File: config.mk
export PLATFORM = sky130hd
export DESIGN_NAME = sync_fifo_prog
export DESIGN_NICKNAME = d
export VERILOG_FILES = /design/src/rtl/sync_fifo_prog.sv
export SDC_FILE = /design/constraint.sdc
export NUM_CORES = 1
export LEC_CHECK = 0
export ABC_CLOCK_PERIOD_IN_PS = 4000
export BUFFER_PORTS_ARGS = -buffer_cell sky130_fd_sc_hd__buf_2
export CORE_MARGIN = 2
export CORE_UTILIZATION = 62
export CTS_BUF_LIST = sky130_fd_sc_hd__clkbuf_4
export DETAILED_ROUTE_END_ITERATION = 6
export PLACE_DENSITY = 0.92
export SETUP_SLACK_MARGIN = 0.4
export SKIP_CTS_REPAIR_TIMING = 1
export SLEW_MARGIN = 20
export SYNTH_ARGS = -nofsm -noshare
export SYNTH_HDL_FRONTEND = slang
export SYNTH_SLANG_ARGS = --single-unit
File: constraint.sdc
create_clock -name clk -period 4 [get_ports clk]
set_input_delay 0.8 -clock clk [delete_from_list [all_inputs] [get_ports clk]]
set_output_delay 0.8 -clock clk [all_outputs]
set_load 0.01 [all_outputs]
File: src/rtl/sync_fifo_prog.sv
// Single-clock FIFO with generic width/depth (non-power-of-two allowed),
// programmable almost-full/almost-empty thresholds and an optional FWFT read mode.
module sync_fifo_prog #(
   parameter int DATA_WIDTH = 16,
   parameter int DEPTH      = 8,
   parameter int AF_THRESH  = DEPTH - 1,
   parameter int AE_THRESH  = 1,
   parameter int FWFT       = 0,
   localparam int CW        = $clog2(DEPTH + 1)
) (
   input  logic                  clk,
   input  logic                  rst,
   input  logic [DATA_WIDTH-1:0] data_in,
   input  logic                  wr_en,
   input  logic                  rd_en,
   output logic [DATA_WIDTH-1:0] data_out,
   output logic                  rd_valid,
   output logic                  wr_ack,
   output logic                  overflow,
   output logic                  underflow,
   output logic                  full,
   output logic                  empty,
   output logic                  almostfull,
   output logic                  almostempty,
   output logic [CW-1:0]         count
);

   localparam int PW = (DEPTH > 2) ? $clog2(DEPTH) : 1;

   if (DEPTH < 2) begin : g_bad_depth
      $fatal(1, "sync_fifo_prog: DEPTH must be >= 2");
   end
   if (AF_THRESH < 1 || AF_THRESH > DEPTH - 1) begin : g_bad_af
      $fatal(1, "sync_fifo_prog: AF_THRESH out of range");
   end
   if (AE_THRESH < 1 || AE_THRESH > DEPTH - 1) begin : g_bad_ae
      $fatal(1, "sync_fifo_prog: AE_THRESH out of range");
   end

   logic [DATA_WIDTH-1:0] mem [DEPTH];
   logic [PW-1:0]         wr_ptr;
   logic [PW-1:0]         rd_ptr;
   logic                  wr_acc;
   logic                  rd_acc;

   assign full        = (count == CW'(DEPTH));
   assign empty       = (count == '0);
   assign almostfull  = (count >= CW'(AF_THRESH)) && !full;
   assign almostempty = !empty && (count <= CW'(AE_THRESH));

   assign wr_acc = wr_en && !full;
   assign rd_acc = rd_en && !empty;

   // Storage is deliberately left out of reset.
   always_ff @(posedge clk) begin
      if (wr_acc) begin
         mem[wr_ptr] <= data_in;
      end
   end

   always_ff @(posedge clk or posedge rst) begin
      if (rst) begin
         wr_ptr    <= '0;
         rd_ptr    <= '0;
         count     <= '0;
         wr_ack    <= 1'b0;
         overflow  <= 1'b0;
         underflow <= 1'b0;
      end else begin
         if (wr_acc) begin
            wr_ptr <= (wr_ptr == PW'(DEPTH - 1)) ? '0 : wr_ptr + PW'(1);
         end
         if (rd_acc) begin
            rd_ptr <= (rd_ptr == PW'(DEPTH - 1)) ? '0 : rd_ptr + PW'(1);
         end
         case ({wr_acc, rd_acc})
            2'b10:   count <= count + CW'(1);
            2'b01:   count <= count - CW'(1);
            default: count <= count;
         endcase
         wr_ack    <= wr_acc;
         overflow  <= wr_en && full;
         underflow <= rd_en && empty;
      end
   end

   if (FWFT != 0) begin : g_fwft
      // Head word is presented straight from storage; zero while empty.
      assign data_out = empty ? '0 : mem[rd_ptr];
      assign rd_valid = !empty;
   end else begin : g_std
      logic [DATA_WIDTH-1:0] data_q;
      logic                  valid_q;

      always_ff @(posedge clk or posedge rst) begin
         if (rst) begin
            data_q  <= '0;
            valid_q <= 1'b0;
         end else begin
            valid_q <= rd_acc;
            if (rd_acc) begin
               data_q <= mem[rd_ptr];
            end
         end
      end

      assign data_out = data_q;
      assign rd_valid = valid_q;
   end

endmodule

==> results of run 1 <==
[sequential cells by signal, summed over array words and instances, names as in the netlist]
signal / count
rd_ptr: 3
rd_valid: 1
wr_ptr: 3
count: 4
mem: 128
overflow: 1
underflow: 1
data_out: 16
wr_ack: 1
[routing by layer]
layer  share of wire, %  up-vias  global-route usage (%)
li1                   -     1560                       -
met1                 38     1834                   29.39
met2                 52      154                   41.57
met3                6.5       34                   5.875
met4                2.8        0                   11.05
met5                  0        -                       0
[layout by cell type (no fill, tap or decap), drive strengths merged]
cell type | Yosys | layout
o22ai | 16 | 16
nor3b | 1 | 1
nor2b | 2 | 2
nor4 | 1 | 1
buf | 12 | 61
a21oi | 1 | 1
clkbuf | 6 | 19
or4b | 1 | 1
nand2b | 4 | 4
nand3 | 1 | 1
nor2 | 7 | 7
mux2 | 38 | 38
a22o | 16 | 16
ha | 8 | 8
nand4b | 1 | 1
nand3b | 1 | 1
o21ai | 19 | 19
nor3 | 4 | 4
nor4b | 1 | 1
mux2i | 33 | 33
clkinvlp | 0 | 2
xor2 | 1 | 1
edfxtp | 128 | 128
clkinv | 0 | 6
bufinv | 0 | 5
o31ai | 16 | 16
inv | 8 | 8
and2 | 2 | 2
xnor2 | 3 | 3
dfrtp | 30 | 30
nand2 | 4 | 4
[worst max-delay path, stage by stage (launching register included)]
cell and delay (ns):
dfrtp_1 0.46, inv_1 0.11, ha_1 0.24, nor3b_4 0.20, buf_4 0.26, buf_2 0.18
[power by group through the flow]
stage | clock [mW] | sequential (mW) | combinational (mW)
final | 1.10 | 2.39 | 1.64
after global routing | 1.17 | 2.43 | 1.76
after CTS | 1.11 | 2.39 | 1.64
after detailed placement | 0 | 2.42 | 1.63
after global placement | 0 | 2.39 | 1.54
after floorplan | 0 | 2.35 | 1.21
[kinds of logic after synthesis]
logic type | after synthesis
flops | 158
mux | 71
compound gates | 68
simple gates | 30
buf+inv | 26
fa+ha+maj | 8
xor+xnor | 4
[worst max path at each step]
stage | endpoint | slack (ns) | cells after the start | startpoint
final | empty | 1.20 | 5 | count[1]
after global routing | empty | 1.07 | 5 | count[1]
after CTS | empty | 1.17 | 5 | count[1]
after detailed placement | count[3] | 1.46 | 10 | count[0]
after global placement | count[3] | 1.61 | 10 | count[0]
after floorplan | mem[0][0] | 0.89 | 5 | count[0]
[layout make-up]
type | instances | area (µm²) | share of cell area [%]
Clock buffer | 19 | 142.6 | 2.001
Clock inverter | 13 | 196.4 | 2.756
Inverter | 8 | 30.03 | 0.4213
Multi-Input combinational cell | 181 | 1653 | 23.19
Sequential cell | 158 | 4596 | 64.47
Tap cell | 136 | 170.2 | 2.387
Timing Repair Buffer | 61 | 340.3 | 4.774
[per-stage QoR]
step	util (%)	hold WS [ns]	total power, mW	worst slack [ns]
after floorplan	-	0.5570	3.552	0.8941
after global placement	66.96	0.5165	3.936	1.608
after detailed placement	66.96	0.5228	4.046	1.464
after CTS	70.31	0.2992	5.141	1.173
after global routing	70.31	0.3040	5.357	1.069
final	70.31	0.3229	5.133	1.200
==> summary.txt, run 1 <==
Status
  – Status: complete, no violations

Critical path
  – Critical path data required time: 3.20 ns
  – Worst Setup End Kind: output pin
  – R2R Setup Slk: 1.45 ns
  – Critical path fanouts, max: 19
  – RR Endpoint: count[3]
  – Crit Path Category: flop to output pin
  – Crit path launch type: flop
  – Worst R2R Path Depth: 10
  – Reg-to-Reg Start: count[0]
  – Critical path arrival: 2.00 ns

Worst hold path
  – Type of the worst min-delay path: input port to asynchronous set/reset pin

Finish
  – Share of cells above drive strength 1: 35.00%
  – Final instance area: 7128 µm²
  – Area grow syn2layout: 11.82%
  – Fin nets: 455
  – ANT cells: 0
  – Fillers: 618
  – Post-Layout Cell Count: 576

Synthesis
  – Main combinational cell family by area after synthesis: multiplexers
  – Share of the synthesized area in the top cell type: 60.29%
  – Compound-Gate Fraction of Synth Area: 8.479%
  – Mux share of post-synthesis cell area: 12.07%
  – Synth warn: 0
  – Post-synth EDFFs: 128
  – Post-Synth XOR/XNOR Area: 0.5496%
  – Yosys cell types: 34
  – Post-synth ARST share: 18.99%
  – Area contributors post-synth: edfxtp_1, dfrtp_1, mux2_2
  – Yosys reg bits: 158
  – Area of the mapped netlist: 6375 µm²
  – Top post-synthesis cells by count: edfxtp_1, mux2_2, mux2i_1
  – Yosys top cell by area: edfxtp_1
  – Main synth FF type: edfxtp_1
  – Share of the yosys chip area belonging to registers: 72.07%
  – Simple-gate share of the synthesized area: 2.807%
  – Synthesized instance count: 365
  – Most frequent cell after synthesis: edfxtp_1
  – Adder-cell share of the synthesized area: 1.570%
  – Post-synthesis average cell area: 17.47 µm²
  – Syn Nets: 393

Global route
  – Total Routing Usage GR: 24.33%
  – First-pass GRT wire length: 19,710 µm
  – Largest net degree at the start of global routing: 34
  – Initial antenna violation count: 0
  – GRT overflow: 0
  – Vias in the first global route: 3,666

Pwr
  – Int Power: 3.435 mW
  – Switching share of power: 33.08%
  – Switch Pwr: 1.698 mW
  – Sequential power share: 46.6%
  – Clock power share: 21.4%
  – Pwr Density: 720.1 nW/µm²
  – Leak: 2.660 nW
  – Comb power frac: 32.0%
  – Peak supply drop: 0.0003185 V

Clocking
  – H-Tree Depth: 4
  – CTS sink cnt: 158
  – Clock transition at the registers of the reported paths: 0.13 ns
  – CTS buffer count: 17
  – Clock Root Buffer: clkbuf_4
  – CTS tree: built
  – CTS max path bufs: 2
  – Clk Latency, worst-skew pair: 0.55 ns

Floorplanning
  – Die Ht: 105.4 µm
  – Die area: 11,110 µm²
  – Rows: 37
  – Die X-Extent: 105.4 µm
  – Initial Util: 62.88%
  – Core footprint: 10,140 µm²
  – Ports: 48

Place
  – Dpl cells: 544
  – Placed instance area: 6789 µm²
  – GPL Wtd Cong: 0.7632
  – Port buffer count: 47
  – HPWL after DPL: 7294 µm

Flow run
  – Max_cap viols: 0

Detailed routing
  – Remaining DRCs: 0
  – Avg WL per Cell: 22.27 µm
  – Vias per cell: 6.219
  – First drt pass iteration count: 5
  – Initial detailed-routing violation count: 349
  – Via count: 3,582
  – Final wirelength: 12,830 µm
  – Remaining antenna violation count: 0

Timing
  – Fin crit period: 2.800 ns
  – Slew margin rel.: 37.27%
  – RSZ-0062 raised after global routing: no
  – Least-Margin Pin Slew: 0.9367 ns
  – Final setup TNS: 0 ns
  – Final Hold Viols: 0
  – Clock skew: 0.02175 ns
  – # setup viols final: 0
  – Max Freq: 0.3572 GHz
  – Final period util: 69.99%
  – Final max-slew violation count: 0
(Power assumes the default switching activity.)
==> run 2, diff against run 1 <==
- ABC_AREA: default -> 1
- ABC_CLOCK_PERIOD_IN_PS: 4000 -> 2870
- clock period: 4 -> 2.87 ns (I/O delays scaled with it)
==> run 2 against run 1 <==
Effect of this change:
- global-route usage rose by 4.8 points
- utilization fell by 1.0 points
- sequential power rose by 32%
- worst hold slack got worse by 0.078 ns
- first-iteration DRC count rose by 110%
- cell area rose by 4.4%
- non-clock buffer count rose by 5
- critical path type unchanged
- sequential share of layout area fell by 2.7 points
- register-to-register slack got worse by 0.77 ns
- die area rose by 5.9%
- final cell count rose by 50%
- worst setup slack got worse by 0.66 ns
==> summary.txt, run 2 <==
Place
  – Port buffer count: 47 (unchanged)
  – Placed instance area: 7149 µm² (+5.3%)
  – GPL Wtd Cong: 0.8992 (+18%)
  – HPWL after DPL: 10,600 µm (+45%)

Detailed routing
  – Via count: 4,894 (+37%)
  – Met2 WL: 7751 µm (+16%)
  – First drt pass iteration count: 6 (+1)
  – Met3 WL post-DR: 1758 µm (+110%)
  – Initial detailed-routing violation count: 746 (+110%)
  – Remaining antenna violation count: 0 (unchanged)
  – Remaining DRCs: 0 (unchanged)
  – Vias per cell: 5.664 (-8.9%)
  – Final wirelength: 15,950 µm (+24%)
  – Avg WL per Cell: 18.46 µm (-17%)
  – Top Layer Used: met4
  – DRT met1 WL: 5841 µm (+19%)

Synthesis
  – Synth warn: 0 (unchanged)
  – Share of the synthesized area in the top cell type: 56.78% (-3.5 points)
  – Yosys top cell by area: edfxtp_1
  – Post-synth EDFFs: 128 (unchanged)
  – Top post-synthesis cells by count: nand2_1, edfxtp_1, inv_1
  – Synthesized instance count: 653 (+79%)
  – Post-synthesis average cell area: 10.37 µm² (-41%)
  – Most frequent cell after synthesis: nand2_1
  – Share of the yosys chip area belonging to registers: 67.87% (-4.2 points)
  – Post-synth ARST share: 18.99% (unchanged)
  – Yosys reg bits: 158 (unchanged)
  – Area of the mapped netlist: 6769 µm² (+6.2%)
  – Syn Nets: 681 (+73%)
  – Yosys cell types: 25 (-26%)
  – Main synth FF type: edfxtp_1
  – Area contributors post-synth: edfxtp_1, nand2_1, dfrtp_1

Clocking
  – CTS max path bufs: 2 (unchanged)
  – Clock transition at the registers of the reported paths: 0.12 ns (about the same)
  – CTS sink cnt: 158 (unchanged)
  – CTS tree: built
  – CTS buffer count: 17 (unchanged)
  – H-Tree Depth: 4 (unchanged)
  – Clk Latency, worst-skew pair: 0.55 ns (about the same)
  – Clock Root Buffer: clkbuf_4

Global route
  – GRT overflow: 0 (unchanged)
  – Initial antenna violation count: 0 (unchanged)
  – Vias in the first global route: 4,794 (+31%)
  – Total Routing Usage GR: 29.17% (+4.8 points)
  – Largest net degree at the start of global routing: 67 (+97%)
  – First-pass GRT wire length: 24,870 µm (+26%)

Timing
  – Clock skew: 0.01778 ns (-0.003970 ns)
  – Least-Margin Pin Slew: 0.7074 ns (-0.2294 ns)
  – Final Hold Viols: 0 (unchanged)
  – Final setup TNS: 0 ns (unchanged)
  – RSZ-0062 raised after global routing: no
  – Max Freq: 0.4291 GHz
  – # setup viols final: 0 (unchanged)
  – Worst hold margin: 0.2451 ns (-0.07787 ns)
  – Final max-slew violation count: 0 (unchanged)
  – Final period util: 81.21%
  – Slew margin rel.: 52.84% (+16 points)
  – Fin crit period: 2.331 ns

Floorplanning
  – Initial Util: 62.99% (+0.12 points)
  – Ports: 48 (unchanged)
  – Die X-Extent: 108.5 µm (+2.9%)
  – Core footprint: 10,750 µm² (+6.0%)
  – Rows: 38 (+2.7%)
  – Die area: 11,770 µm² (+5.9%)
  – Die Ht: 108.5 µm (+2.9%)

Pwr
  – Int Power: 4.356 mW (+27%)
  – Switching share of power: 38.23% (+5.2 points)
  – Comb power frac: 36.6% (+4.6 points)
  – Clock power share: 18.7% (-2.7 points)
  – Sequential power share: 44.7% (-1.9 points)
  – Total chip power: 7.051 mW (+37%)
  – Pwr Density: 947.2 nW/µm² (+32%)
  – Switch Pwr: 2.696 mW (+59%)
  – Leak: 3.425 nW (+29%)
  – Peak supply drop: 0.0007071 V (+120%)

Finish
  – Area grow syn2layout: 9.982%
  – Final instance area: 7445 µm² (+4.4%)
  – Max reg flops: 128 (unchanged)
  – Commonest cells after routing, fill and taps aside: nand2_1, edfxtp_1, inv_1, nand3_1, buf_2
  – Largest register by flop count: mem
  – Final core occ: 69.28% (-1.0 points)
  – ANT cells: 0 (unchanged)
  – Share of cells above drive strength 1: 14.36% (-21 points)
  – Fin nets: 739 (+62%)
  – Leading cell type in the layout, fill and taps excluded: nand2_1
  – Fillers: 715 (+16%)

Critical path
  – Crit path launch type: flop
  – Worst Setup End Kind: output pin
  – Crit Path Category: flop to output pin
  – Critical path data required time: 2.30 ns (-0.90 ns)
  – Critical path fanouts, max: 5 (-14)
  – Critical path arrival: 1.76 ns (-0.24 ns)

Flow run
  – Max_cap viols: 0 (unchanged)

Worst hold path
  – Type of the worst min-delay path: input port to flop

Status
  – Status: complete, no violations
==> run 2: changes by cell type after synthesis, moves of 33 or more <==
cell     delta
nand3_1    +98
mux2_2     -35
mux2i_1    -33
inv_1     +104
nand2_1   +207
==> run 2: cell type report <==
type                       instances  area [µm²]  share of cell area (%)
sequential                       158        4598                   61.76
multi-input combinational        351        1572                   21.11
timing repair buffer              66       380.4                   5.109
clock inverter                    11       122.6                   1.647
clock buffer                      21       157.7                   2.118
tap                              140       175.2                   2.353
inverter                         117       439.2                   5.899
==> run 2: logic make-up after synthesis <==
family                   Yosys count  share of synthesized area (%)
adder cells (fa/ha/maj)            8                          1.479
AND/OR/NAND/NOR                  330                          20.55
XOR/XNOR                           3                         0.3882
flip-flops                       158                          67.87
AO/OA/AOI/OAI                     10                         0.7579
buffers and inverters            144                          8.946
==> run 2: critical path, stage by stage, from the launching register on <==
cell,delay [ns]
dfrtp_2,0.46
inv_1,0.11
ha_1,0.17
inv_2,0.07
nor2_2,0.11
nand2_1,0.10
inv_1,0.07
buf_2,0.12
==> run 2: power by group through the flow <==
stage	sequential (mW)	combinational [mW]	clock, mW
floorplan	3.22	1.66	0
global placement	3.16	2.33	0
detailed placement	3.19	2.49	0
CTS	3.15	2.53	1.33
global route	3.19	2.82	1.45
finish	3.15	2.58	1.32
==> run 2: routing by layer <==
layer	GRT usage [%]	vias to the layer above
met5	0	-
li1	-	2201
met3	6.872	64
met2	47.32	373
met4	12.82	0
met1	37.78	2256
==> run 2: worst paths after layout <==
path | start | to | slack [ns] | cells past startpoint
worst max-delay path | count[0] | full | 0.54 | 7
worst min-delay path | wr_en | overflow | 0.25 | 3
worst max register to register | count[0] | mem[5][15] | 0.68 | 10
worst min register to register | data_out[6] | data_out[6] | 0.48 | 2
max in group asynchronous | rst | count[1] | 1.65 | 4
min in group asynchronous | rst | data_out[10] | 0.54 | 3
==> run 2: metrics by stage <==
step           std cells  worst slack (ns)
6_report             864            0.5394
5_1_grt              864            0.3906
4_1_cts              863            0.3993
3_5_place_dp         831            0.6703
3_3_place_gp         831            0.8626
2_1_floorplan        653            0.4835
